<file path="src/rtl/coin_pkg.sv">
// Shared types for the coin payout path: coin codes, coin values and FSM states.
package coin_pkg;

  typedef enum logic [1:0] {
    COIN_NONE = 2'd0,
    COIN_1    = 2'd1,
    COIN_3    = 2'd2,
    COIN_5    = 2'd3
  } coin_t;

  typedef enum logic [2:0] {
    S_IDLE,
    S_SELECT,
    S_EJECT,
    S_GAP,
    S_DONE,
    S_STUCK
  } state_t;

  localparam logic [2:0] VAL_1 = 3'd1;
  localparam logic [2:0] VAL_3 = 3'd3;
  localparam logic [2:0] VAL_5 = 3'd5;

  function automatic logic [2:0] coin_val(input coin_t c);
    logic [2:0] v;
    v = 3'd0;
    case (c)
      COIN_1:  v = VAL_1;
      COIN_3:  v = VAL_3;
      COIN_5:  v = VAL_5;
      default: v = 3'd0;
    endcase
    return v;
  endfunction

  // Greedy pick; empty[2:0] = {5-unit, 3-unit, 1-unit} hopper empty.
  function automatic coin_t coin_pick(
    input logic       ge5,
    input logic       ge3,
    input logic       ge1,
    input logic [2:0] empty
  );
    coin_t c;
    c = COIN_NONE;
    if (ge5 && !empty[2])
      c = COIN_5;
    else if (ge3 && !empty[1])
      c = COIN_3;
    else if (ge1 && !empty[0])
      c = COIN_1;
    return c;
  endfunction

endpackage

</file>
<file path="src/rtl/pulse_timer.sv">
// Loadable down-counter; o_tc flags the last cycle of a loaded interval.
module pulse_timer #(
  parameter int W = 2
) (
  input  logic         CLOCK_50,
  input  logic         reset,
  input  logic         i_load,
  input  logic [W-1:0] i_load_val,
  output logic         o_tc
);

  logic [W-1:0] r_cnt;

  always_ff @(posedge CLOCK_50 or posedge reset) begin
    if (reset)
      r_cnt <= '0;
    else if (i_load)
      r_cnt <= i_load_val;
    else if (r_cnt != '0)
      r_cnt <= r_cnt - 1'b1;
  end

  assign o_tc = (r_cnt == '0);

endmodule

</file>
<file path="src/rtl/coin_dispenser.sv">
// Greedy 5/3/1 coin payout engine with pulsed CoinValue/CoinEject output.
// Define COIN_DISPENSE_COUNT_EN to enable the saturating DispensedTotal counter.
module coin_dispenser
  import coin_pkg::*;
#(
  parameter int PULSE_CYCLES = 4,
  parameter int GAP_CYCLES   = 4,
  parameter int AMT_W        = 6
) (
  input  logic             CLOCK_50,
  input  logic             reset,
  input  logic             PayoutReq,
  input  logic [AMT_W-1:0] PayoutAmount,
  input  logic [2:0]       HopperEmpty,
  output logic [1:0]       CoinValue,
  output logic             CoinEject,
  output logic             busy,
  output logic             done,
  output logic             stuck,
  output logic [AMT_W-1:0] Remaining,
  output logic [7:0]       DispensedTotal
);

  localparam int TMAX = (PULSE_CYCLES > GAP_CYCLES) ? PULSE_CYCLES : GAP_CYCLES;
  localparam int TW   = ($clog2(TMAX) < 1) ? 1 : $clog2(TMAX);

  state_t           r_state;
  coin_t            r_coin;
  logic             r_eject;
  logic             r_busy;
  logic             r_done;
  logic             r_stuck;
  logic [AMT_W-1:0] r_rem;

  coin_t            w_pick;
  logic             w_found;
  logic             w_tc;
  logic             w_load;
  logic [TW-1:0]    w_load_val;
  logic [AMT_W-1:0] w_sub;

  assign w_pick = coin_pick(r_rem >= AMT_W'(5),
                            r_rem >= AMT_W'(3),
                            r_rem >= AMT_W'(1),
                            HopperEmpty);
  assign w_found = (w_pick != COIN_NONE);
  assign w_sub   = r_rem - AMT_W'(coin_val(r_coin));

  // One timer serves both intervals: pulse loaded from SELECT, gap from EJECT.
  assign w_load = ((r_state == S_SELECT) && w_found) ||
                  ((r_state == S_EJECT) && w_tc);
  assign w_load_val = (r_state == S_SELECT) ? TW'(PULSE_CYCLES - 1)
                                            : TW'(GAP_CYCLES - 1);

  pulse_timer #(
    .W(TW)
  ) u_timer (
    .CLOCK_50  (CLOCK_50),
    .reset     (reset),
    .i_load    (w_load),
    .i_load_val(w_load_val),
    .o_tc      (w_tc)
  );

  always_ff @(posedge CLOCK_50 or posedge reset) begin
    if (reset) begin
      r_state <= S_IDLE;
      r_coin  <= COIN_NONE;
      r_eject <= 1'b0;
      r_busy  <= 1'b0;
      r_done  <= 1'b0;
      r_stuck <= 1'b0;
      r_rem   <= '0;
    end else begin
      r_done <= 1'b0;
      unique case (r_state)
        S_IDLE: begin
          if (PayoutReq) begin
            r_rem  <= PayoutAmount;
            r_busy <= 1'b1;
            if (PayoutAmount == '0) begin
              r_done  <= 1'b1;
              r_state <= S_DONE;
            end else begin
              r_state <= S_SELECT;
            end
          end
        end
        S_SELECT: begin
          if (w_found) begin
            r_coin  <= w_pick;
            r_eject <= 1'b1;
            r_state <= S_EJECT;
          end else begin
            r_stuck <= 1'b1;
            r_state <= S_STUCK;
          end
        end
        S_EJECT: begin
          if (w_tc) begin
            r_rem   <= w_sub;
            r_eject <= 1'b0;
            r_coin  <= COIN_NONE;
            r_state <= S_GAP;
          end
        end
        S_GAP: begin
          if (w_tc) begin
            if (r_rem == '0) begin
              r_done  <= 1'b1;
              r_state <= S_DONE;
            end else begin
              r_state <= S_SELECT;
            end
          end
        end
        S_DONE: begin
          r_busy  <= 1'b0;
          r_state <= S_IDLE;
        end
        S_STUCK: begin
          if (w_found) begin
            r_stuck <= 1'b0;
            r_state <= S_SELECT;
          end
        end
        default: r_state <= S_IDLE;
      endcase
    end
  end

  assign CoinValue = r_coin;
  assign CoinEject = r_eject;
  assign busy      = r_busy;
  assign done      = r_done;
  assign stuck     = r_stuck;
  assign Remaining = r_rem;

`ifdef COIN_DISPENSE_COUNT_EN
  logic [7:0] r_total;

  always_ff @(posedge CLOCK_50 or posedge reset) begin
    if (reset)
      r_total <= '0;
    else if ((r_state == S_EJECT) && w_tc && (r_total != 8'hFF))
      r_total <= r_total + 8'd1;
  end

  assign DispensedTotal = r_total;
`else
  assign DispensedTotal = '0;
`endif

endmodule

</file>
<file path="config.mk">
export PLATFORM = sky130hd
export DESIGN_NAME = coin_dispenser
export DESIGN_NICKNAME = d
export VERILOG_FILES = /design/src/rtl/coin_pkg.sv /design/src/rtl/pulse_timer.sv /design/src/rtl/coin_dispenser.sv
export SDC_FILE = /design/constraint.sdc
export NUM_CORES = 1
export LEC_CHECK = 0
export BUFFER_PORTS_ARGS = -buffer_cell sky130_fd_sc_hd__buf_2
export CAP_MARGIN = 30
export CORE_MARGIN = 2
export CORE_UTILIZATION = 35
export DETAILED_ROUTE_END_ITERATION = 8
export GPL_TIMING_DRIVEN = 0
export PLACE_DENSITY = 0.57
export SYNTH_ARGS = -nofsm -noshare
export SYNTH_HDL_FRONTEND = slang
export SYNTH_SLANG_ARGS = --single-unit
</file>
<file path="constraint.sdc">
create_clock -name CLOCK_50 -period 5.6 [get_ports CLOCK_50]
set_clock_uncertainty 0.15 [all_clocks]
set_input_delay 0 -clock CLOCK_50 [delete_from_list [all_inputs] [get_ports CLOCK_50]]
set_output_delay 0 -clock CLOCK_50 [all_outputs]
set_load 0.02 [all_outputs]
</file>
After elaboration in Yosys (flattened, before gate mapping)
Cells that the tools add are included.

Register bits after elaboration: 17. Bits in latches: 0. Bits in writable memories: 0. Bits in read-only memories: 0. Bits of input ports: 12. Output and inout bits: 20. Word-level logic and storage cells: 85. Memories kept: 0.

Add/subtract/negate cells: 2. Multiply operators: 0. Div/mod/pow operators: 0. $lt $le $gt $ge: 3. Equality and inequality tests: 14. Shifts and indexed selects: 0. Mux-type cells: 33. Bitwise gates (word level): 0. Reductions and logical operators: 25.

Operators with widths (count): $mux 3 (7); $pmux 3 s5 (1); $reduce_bool 2->1 (7); $logic_not 6->1 (2); $mux 2 (6); $mux 6 (2); $ne 2x2->1 const B (6); $pmux 6 s2 (1); $mux 1 (10); $pmux 3 s3 (1); $reduce_and 3->1 (3); $pmux 1 s2 (4); $eq 3x2->1 const B (2); $eq 3x3->1 const B (2); $ge 6x1->1 const B (1); $ge 6x2->1 const B (1); $ge 6x3->1 const B (1); $sub 6x3->6 (1); $logic_and 1x1->1 (5); $eq 2x2->1 const B (2); $pmux 2 s2 (1); $reduce_and 4->1 (1); $eq 3x1->1 const B (1); $logic_not 1->1 (3); 6 further kinds (6).

Depth between registers and ports, before layout
Gate-level depths: netlist of run 1.

Word-level depth: 9. Gate-level depth with buffers: 8. Mapped depth without buffers: 7.

Modules after synthesis
A second synthesis of run 1 with hierarchy kept.

Cells, all modules: 142. Area total of the unflattened synthesis: 1211.2 sq um.

By module, submodules not included: coin_dispenser (instances 1, cells an instance 129, area each 1083.5 sq um, seq. area each 375.4 sq um); pulse_timer (instances 1, cells an instance 13, area each 127.6 sq um, seq. area each 50.0 sq um).

Worst setup path before layout of run 1
No wires, ideal clock.

Path type: register to register. From: register r_coin[1], in the netlist CoinValue[1]. To: register r_rem[4], in the netlist Remaining[4]. Setup time: 122 ps. Arrival: 1913 ps. Data required time: 5328 ps. Setup slack: 3415 ps. Stages on the path, launching flop included: 8. Buffers on the path: 0. Clock period less this slack: 2185 ps. Cell sequence: dfrtp_1 -> or2_2 -> ha_1 -> fa_1 -> nor2b_1 -> nor3_1 -> o21ba_2 -> o22a_1.

Longest elaborated chain between the ends: 5. Elaborated cells between the ends (all ways): 7. Those cells by class: add/sub: 1; eq/ne: 3; mux: 3.

RTL lines: start: declaration (RTL line coin_dispenser.sv:28) `coin_t r_coin;`; start signal: assignment (RTL line coin_dispenser.sv:91) `r_coin <= w_pick;`; $eq 2x2->1 / $eq 2x1->1 (equally long branches) (RTL line coin_pkg.sv:27) `case (c)`; $pmux 3 s3 (*) (RTL line coin_pkg.sv:27); $sub 6x3->6 (*) (RTL line coin_dispenser.sv:47) `assign w_sub = r_rem - AMT_W'(coin_val(r_coin));`; $mux 6 (*) (RTL line coin_dispenser.sv:100) `if (w_tc) begin`; $pmux 6 s2 (*) (RTL line coin_dispenser.sv:76) `unique case (r_state)`; end signal: assignment (RTL line coin_dispenser.sv:79) `r_rem <= PayoutAmount;`; end signal: assignment (RTL line coin_dispenser.sv:101) `r_rem <= w_sub;`; end: declaration (RTL line coin_dispenser.sv:33) `logic [AMT_W-1:0] r_rem;`.

Mark *: on every way between the ends. The rest lies on a longest branch, timed or not. The select of a mux whose other input is x is not followed. A chain may end at the register's enable or synchronous reset.

Worst setup path in the final report of run 1
From: input PayoutAmount[2]. To: register r_state[2].

Longest elaborated chain between the ends: 4.

RTL lines: start: declaration (RTL line coin_dispenser.sv:13) `input logic [AMT_W-1:0] PayoutAmount,`; $logic_not 6->1 (RTL line coin_dispenser.sv:81) `if (PayoutAmount == '0) begin`; $mux 3 (RTL line coin_dispenser.sv:81); $mux 3 (RTL line coin_dispenser.sv:78) `if (PayoutReq) begin`; $pmux 3 s5 (RTL line coin_dispenser.sv:76); end signal: assignment (RTL line coin_dispenser.sv:83) `r_state <= S_DONE;`; end signal: assignment (RTL line coin_dispenser.sv:85) `r_state <= S_SELECT;`; end signal: assignment (RTL line coin_dispenser.sv:93) `r_state <= S_EJECT;`; end: declaration (RTL line coin_dispenser.sv:27) `state_t r_state;`.

No other way between the ends. The select of a mux whose other input is x is not followed.

==> reports/results.tsv, run 1 <==
metric	value	unit
placed_area	0.001391	mm²
synth_edf_count	0	
cts_buffers	3	
ys_top_cells_by_area	dfrtp_1 (36%), nand2_1 (6.0%), buf_4 (5.0%), ha_1 (4.2%), o21ai_0 (3.8%)	
arrival	2.65	ns
status	completed	
placed_cells	212	
rsz0062_at_grt	no	
drtAntennaViolNets	0	
p_per_area	506.0	mW/mm²
cpPeakStageDelay	0.61	ns
vias	1087	
grt_util_all_layers	15.25	%
clk_pin_slew	0.11	ns
ctsRootBufferMaster	clkbuf_4	
hpwl	2063	µm
synth_cell_type_count	44	
grt_max_degree	18	
grt_pass1_wl	4767	µm
drc	0	
die_area	0.003890	mm²
wl	2797	µm
clock-sinks	17	
cp_data_required_time	5.69	ns
p_leak	0.7227	nW
yosys_register_bits	17	
io_pins	32	
drt_iter0_drc	18	
cap_violations	0	
async_reset_ff_share	100.0	%
finalSetupViolCount	0	
synth_top_area_share	35.68	%
antenna_found_initial	0	
coreArea	0.003311	mm²
critPathCaptureType	flip-flop	
whs	0.09837	ns
overflow	0	
hold_viol	0	
via_per_inst	4.726	
yosysWarningCount	0	
syn_area_per_cell	8.768	µm²
hp-class	input port to flip-flop	
cts.htree.levels	1	
post-synth-top-count-cell	nand2_1	
finalPower	0.7889	mW
synthTopCellsByCount	nand2_1 (19), dfrtp_1 (17), o21ai_0 (9)	
first_pass_iters	5	
ctsHoldBuffers	14	
worstSetupPathType	input port to flip-flop	
nets	202	
fmax	391.2	MHz
cts_tree	done	
fin_util	47.09	%
timing_max_transition_violations_final	0	
clk_path_buf_depth	2	
start_kind	input port	
initial_utilization	36.02	%
cts_setup_buffers	0	
critPathMaxFanout	2	
period_needed	2.556	ns
ys_seq_area_share	35.68	%
fin_area	0.001559	mm²
area_growth	30.75	%
cts_resized	0	
critPathMostFrequentCell	dlygate4sd3_1	
worst_slack	3.044	ns
peakVddDrop	0.0002672	V
die_w	62.37	µm
layoutNonFillerInstCount	230	
syn_area	0.001192	mm²
grt_pass1_vias	1035	
final.setup.tns	0	ns
place.gp.congestion	0.7774	
synth_flop_cell	dfrtp_1	
crit_chain	dlygate4sd3_1 -> buf_2 -> nor4_1 -> dlygate4sd3_1 -> nand4b_1 -> dlygate4sd3_1 -> a21oi_2 -> a31o_2	
tightestPinTransition	0.6421	ns
wl_per_cell	12.16	µm
die-height	62.37	µm
clk_latency	0.29	ns
io_buffer_count	23	
drive_gt1_share	30.43	%
syn_inst	136	
crit_slowest_cell	dlygate4sd3_1	
antenna-diode-count	0	
period_share	45.64	%
slew_headroom	57.15	%
place_ws	3.405	ns
yosys.area.top_type	dfrtp_1	
rows	21	
-- layer usage --
metal / routed length, µm / GRT usage [%]
met5: 0 / 0
met4: 38 / 5.556
met3: 65 / 1.982
met2: 1316 / 24.05
met1: 1377 / 21.53
-- cell type report --
type,instances,area [µm²]
fill,349,1752
multi-input combinational,104,660.6
sequential,17,425.4
timing repair buffer,37,255.2
buffer,14,102.6
tap,46,57.56
inverter,8,30.03
clock buffer,3,22.52
clock inverter,1,5.005
-- registers in the layout, summed over array words and instances (netlist names) --
name           cells
CoinValue          2
r_state            3
CoinEject          1
busy               1
done               1
Remaining          6
stuck              1
u_timer.r_cnt      2
-- power by group --
part | switching [mW] | internal, mW
clock network | 0.0431 | 0.0266
logic | 0.276 | 0.211
registers | 0.0578 | 0.175
-- placed cells by master, fill, tap and decap left out, drive strengths merged, types with 3 or more instances in the layout --
| cell type | synthesis | routed |
|---|---|---|
| a21oi | 9 | 9 |
| inv | 8 | 8 |
| nand2b | 5 | 5 |
| nor3 | 7 | 7 |
| dfrtp | 17 | 17 |
| buf | 14 | 37 |
| nor2b | 3 | 3 |
| o21ai | 12 | 12 |
| ha | 4 | 4 |
| clkbuf | 0 | 3 |
| nand2 | 20 | 20 |
| o22a | 3 | 3 |
| conb | 1 | 8 |
| dlygate4sd3 | 0 | 14 |
| nor2 | 9 | 9 |
-- kinds of logic after synthesis --
family                     after synthesis  synth area share (%)
DFF                                     17                 35.68
adders and majority gates                5                 5.876
and+or+nand+nor                         55                 26.03
other                                    1                0.3145
muxes                                    2                 1.784
AOI/OAI and AO/OA                       34                 19.20
buffers and inverters                   22                 11.12
-- worst paths after layout --
check	startpoint	end	slack (ns)	depth (start not counted)
setup / recovery	PayoutAmount[2]	r_state[2]	3.04	8
hold / removal	HopperEmpty[2]	stuck	0.1	5
setup reg to reg	CoinValue[1]	Remaining[4]	3.38	7
hold reg to reg	CoinEject	CoinEject	0.36	2
max in group asynchronous	reset	Remaining[3]	4.72	3
min in group asynchronous	reset	u_timer.r_cnt[0]	0.17	3
-- worst max-delay path: cells and delay by family --
family          cells  cell delay [ns]
buf+inv             4             1.88
simple gates        2             0.47
compound gates      2             0.29
(Power assumes the default switching activity.)
==> run 2, diff against run 1 <==
--- a/config.mk
+++ b/config.mk
@@ -11,7 +11,7 @@
 export CORE_UTILIZATION = 35
 export DETAILED_ROUTE_END_ITERATION = 8
 export GPL_TIMING_DRIVEN = 0
-export PLACE_DENSITY = 0.57
+export PLACE_DENSITY = 0.59
 export SYNTH_ARGS = -nofsm -noshare
 export SYNTH_HDL_FRONTEND = slang
 export SYNTH_SLANG_ARGS = --single-unit
==> constraint.sdc (replaced) <==
create_clock -name CLOCK_50 -period 2.1 [get_ports CLOCK_50]
set_clock_uncertainty 0.15 [all_clocks]
set_input_delay 0 -clock CLOCK_50 [delete_from_list [all_inputs] [get_ports CLOCK_50]]
set_output_delay 0 -clock CLOCK_50 [all_outputs]
set_load 0.02 [all_outputs]
==> run 2 against run 1 <==
Net effect:
- die area stayed put
- routed wire length grew 1.0%
- sequential cell count did not move
- clock power rose to 2.6 times the previous value
- design area grew 0.16%
- sequential share of layout area grew 0.12 points
- sequential power grew to 2.6 times the previous value
- non-clock buffer count decreased by 1
- global-route usage increased by 0.42 points
- first-iteration DRC count grew to 4.9 times the previous value
- critical path type is now flip-flop to flip-flop
- largest cell class unchanged
- via count is 1.2% lower
==> reports/results.tsv, run 2 (synthesis results as in run 1) <==
metric	value	unit
p_per_area	1372	mW/mm²
via_per_inst	4.690	
rows	21	
place.gp.congestion	0.9156	
multi_input_area	676.9	µm²
cts_tree	done	
cap_violations	0	
vias	1074	
grt_max_degree	18	
grt_pass1_vias	1081	
globalRouteMet1Util	20.62	%
critPathCaptureType	flip-flop	
finalSetupViolCount	0	
hold_path_startpoint	PayoutAmount[4]	
mostFrequentLayoutCell	buf_2	
clk_pin_slew	0.10	ns
wl_per_cell	12.34	µm
regToRegStartpoint	CoinValue[0]	
antenna-diode-count	0	
grt_use_met3	4.505	%
layoutNonFillerInstCount	229	
io_pins	32	
drtAntennaViolNets	0	
cts.htree.levels	1	
io_buffer_count	23	
drc	0	
rrSetupSlack	0.07	ns
die_area	0.003890	mm²
cp_data_required_time	2.14	ns
slew_headroom	55.33	%
timing_max_transition_violations_final	0	
drive_gt1_share	34.43	%
wl	2825	µm
critPathMaxFanout	5	
grt_util_all_layers	15.68	%
status	completed	
clock-sinks	17	
worstSetupPathType	flip-flop to flip-flop	
initial_utilization	36.02	%
hold_viol	0	
clk_latency	0.29	ns
min_to	Remaining[4]	
antenna_found_initial	0	
die_w	62.37	µm
worst-r2r-cell-count	7	
finalPower	2.142	mW
largest_reg_flops	6	
period_share	96.82	%
period_needed	2.033	ns
grt_pass1_wl	4933	µm
coreArea	0.003311	mm²
fin_util	47.17	%
placed_cells	212	
hold_depth	4	
die-height	62.37	µm
first_pass_iters	4	
start_kind	flip-flop	
fmax	491.8	MHz
clk_path_buf_depth	2	
busiest_layer	met2	
p_leak	0.7144	nW
drt_iter0_drc	88	
most-common-layout-cells	buf_2 (27), nand2_1 (19), dfrtp_1 (15)	
r2r-end	Remaining[4]	
hp-class	input port to flip-flop	
ff_latch_area	427.9	µm²
hpwl	2044	µm
ctsRootBufferMaster	clkbuf_4	
arrival	2.07	ns
cts_buffers	3	
gr-usage-met2	26.22	%
tightestPinTransition	0.6694	ns
final.setup.tns	0	ns
num-fill-cells	357	
nets	201	
peakVddDrop	0.0005658	V
area_growth	30.96	%
overflow	0	
-- run 2: cell type report --
cell class	instances	area share, %
clock buffers	4	1.683
multi-input cells	104	43.35
plain buffers	14	6.570
flip-flops and latches	17	27.40
repair buffers	36	15.38
inverters	8	1.923
well taps	46	3.686
-- run 2: power by group --
group	internal (mW)	switching [mW]	leakage [nW]
logic	0.584	0.762	0.509
registers	0.470	0.145	0.191
clock network	0.0739	0.107	0.0150
total	1.13	1.01	0.714
-- run 2: stage by stage --
step | area, µm² | worst slack [ns] | hold WS [ns]
2_1_floorplan | 1226 | 0.01772 | -0.2241
3_3_place_gp | 1399 | 0.01137 | -0.02644
3_5_place_dp | 1399 | -0.0003880 | -0.01224
4_1_cts | 1550 | 0.01432 | 0.004774
5_1_grt | 1562 | -0.01674 | 0.03899
6_report | 1562 | 0.06674 | 0.03267
-- run 2: critical path: stages (launching register included) --
cell	delay [ns]
dfrtp_2	0.44
or2_4	0.23
ha_2	0.18
fa_2	0.35
nor2b_2	0.14
nor3_1	0.07
o21ba_2	0.20
o22a_1	0.17
-- run 2: what timing repair did --
action / in CTS / in global routing
hold buffers: 11 / 0
gates resized for setup: 0 / 3
hold endpoints to repair: 26 / 0
cloned: 0 / 0
buffers inserted: 2 / 0
endpoints found under the setup margin: 1 / 3
-- run 2: worst max path at each step --
stage | startpoint | end | slack [ns] | cells past startpoint
after floorplan | CoinValue[1] | Remaining[4] | 0.02 | 7
after global placement | CoinValue[1] | Remaining[4] | 0.01 | 7
after detailed placement | CoinValue[1] | Remaining[4] | -0.0004 | 7
after CTS | CoinValue[0] | Remaining[4] | 0.01 | 7
after global routing | CoinValue[0] | Remaining[4] | -0.02 | 7
final | CoinValue[0] | Remaining[4] | 0.07 | 7
-- run 2: per-layer routing --
layer | wire, µm | vias to the layer above
li1 | - | 553
met1 | 1344 | 496
met2 | 1330 | 23
met3 | 136 | 2
met4 | 14 | 0
met5 | 0 | -
==> run 3, diff against run 2 <==
--- a/config.mk
+++ b/config.mk
@@ -8,10 +8,10 @@
 export BUFFER_PORTS_ARGS = -buffer_cell sky130_fd_sc_hd__buf_2
 export CAP_MARGIN = 30
 export CORE_MARGIN = 2
-export CORE_UTILIZATION = 35
+export CORE_UTILIZATION = 47
 export DETAILED_ROUTE_END_ITERATION = 8
 export GPL_TIMING_DRIVEN = 0
-export PLACE_DENSITY = 0.59
+export PLACE_DENSITY = 0.75
 export SYNTH_ARGS = -nofsm -noshare
 export SYNTH_HDL_FRONTEND = slang
 export SYNTH_SLANG_ARGS = --single-unit
==> run 3 against run 2 <==
Net effect:
- combinational power barely moved
- critical path depth did not move
- register-to-register slack barely moved
- sequential power barely moved
- utilization rose by 17 points
- critical path type unchanged
- design area fell by 0.72%
- clock-buffer cell count did not move
- sequential cell count did not move
==> reports/results.tsv, run 3 (synthesis results as in run 1) <==
metric	value	unit
grt_util_all_layers	20.26	%
grt_pass1_vias	1000	
p_per_area	1394	mW/mm²
die-height	54.37	µm
nets	202	
rsz0062_at_grt	no	
power.switching	1.027	mW
grt_max_degree	18	
wl	2827	µm
io_pins	32	
drt_iter0_drc	25	
clk_pin_slew	0.10	ns
drive_gt1_share	34.24	%
placed_cells	196	
cts_buffers	3	
arrival	2.08	ns
drc	0	
worst-r2r-cell-count	7	
clock-sinks	17	
period_needed	2.034	ns
hold_viol	0	
worstSetupPathType	flip-flop to flip-flop	
die_area	0.002956	mm²
antenna-diode-count	0	
grt_pass1_wl	4291	µm
place.gp.congestion	0.7780	
wl_per_cell	13.21	µm
ctsRootBufferMaster	clkbuf_4	
first_pass_iters	4	
regToRegStartpoint	CoinValue[0]	
overflow	0	
via_per_inst	5.266	
timing_max_transition_violations_final	0	
p_comb_share	63.1	%
slew_headroom	52.87	%
whs	0.1873	ns
fmax	491.7	MHz
antenna_found_initial	0	
p_leak	0.7240	nW
period_share	96.85	%
cp-endpoint	Remaining[4]	
hpwl	2053	µm
power_frac_seq	28.3	%
peakVddDrop	0.0008565	V
cts_tree	done	
cts.htree.levels	1	
rrSetupSlack	0.07	ns
die_w	54.37	µm
finalSetupViolCount	0	
critPathCaptureType	flip-flop	
clk_path_buf_depth	2	
io_buffer_count	23	
final.setup.tns	0	ns
initial_utilization	49.02	%
cp_data_required_time	2.14	ns
num-fill-cells	209	
r2r-end	Remaining[4]	
start_kind	flip-flop	
finalPower	2.160	mW
area_growth	30.01	%
most-common-layout-cells	buf_2 (27), nand2_1 (19), dfrtp_1 (15)	
p_int	1.134	mW
crit_start	CoinValue[0]	
cap_violations	0	
rows	18	
mostFrequentLayoutCell	buf_2	
drtAntennaViolNets	0	
layoutNonFillerInstCount	214	
largest_reg_flops	6	
vias	1127	
p_clk_share	8.5	%
clk_latency	0.30	ns
hp-class	input port to asynchronous set/reset pin	
coreArea	0.002432	mm²
critPathMaxFanout	5	
status	completed	
tightestPinTransition	0.7061	ns
swShare	47.52	%
-- run 3: changes by cell type in the layout (fill, tap and decap cells not counted) --
cell           change
a211oi_1           -1
nor4_2             -1
a211oi_2           +1
dlygate4sd3_1      +1
nor4_1             +1
-- run 3: worst max-delay path, stage by stage (launching register included) --
cell,delay [ns]
dfrtp_2,0.44
or2_4,0.23
ha_2,0.18
fa_2,0.34
nor2b_2,0.14
nor3_1,0.07
o21ba_2,0.21
o22a_1,0.17
-- run 3: worst min-delay path by stage --
stage	start	to	slack, ns
after floorplan	reset	CoinEject	-0.22
after global placement	reset	u_timer.r_cnt[1]	-0.02
after detailed placement	reset	busy	-0.002
after CTS	reset	u_timer.r_cnt[1]	0.21
after global routing	reset	u_timer.r_cnt[1]	0.25
final	reset	busy	0.19
-- run 3: layout make-up --
class                      count  area, µm²  share of cell area, %
multi-input combinational    104      675.6                  43.58
sequential                    17      427.9                  27.60
timing repair buffer          37      250.2                  16.14
buffer                        14      102.6                  6.618
tap                           30      37.54                  2.421
inverter                       8      30.03                  1.937
clock buffer                   4      26.28                  1.695
-- run 3: metal layers --
metal  vias to the layer above  part of all wire (%)  GRT usage [%]
li1                        550                     -              -
met1                       543                    44          25.13
met2                        31                    51          35.54
met3                         3                   4.1          2.459
met4                         0                  0.74          7.917
met5                         -                     0              0
-- run 3: repair_timing --
action	4_1_cts	5_1_grt
endpoints found under the setup margin	1	2
endpoints found under the hold margin	27	0
hold buffers	12	0
resized for setup	0	3
buffers inserted	2	0
-- run 3: stage by stage --
step / area, µm² / setup WS, ns / utilization (%)
4_1_cts: 1540 / 0.005777 / 63.32
5_1_grt: 1550 / 0.01864 / 63.73
2_1_floorplan: 1226 / 0.01772 / -
3_3_place_gp: 1379 / 0.001676 / 56.69
3_5_place_dp: 1379 / -0.006206 / 56.69
6_report: 1550 / 0.06613 / 63.73
-- run 3: power by group through the flow --
stage | Combinational [mW] | Sequential, mW | Clock (mW)
after global placement | 1.21 | 0.618 | 0
after CTS | 1.33 | 0.612 | 0.186
after floorplan | 0.855 | 0.719 | 0
final | 1.36 | 0.612 | 0.185
after detailed placement | 1.26 | 0.626 | 0
after global routing | 1.51 | 0.631 | 0.200
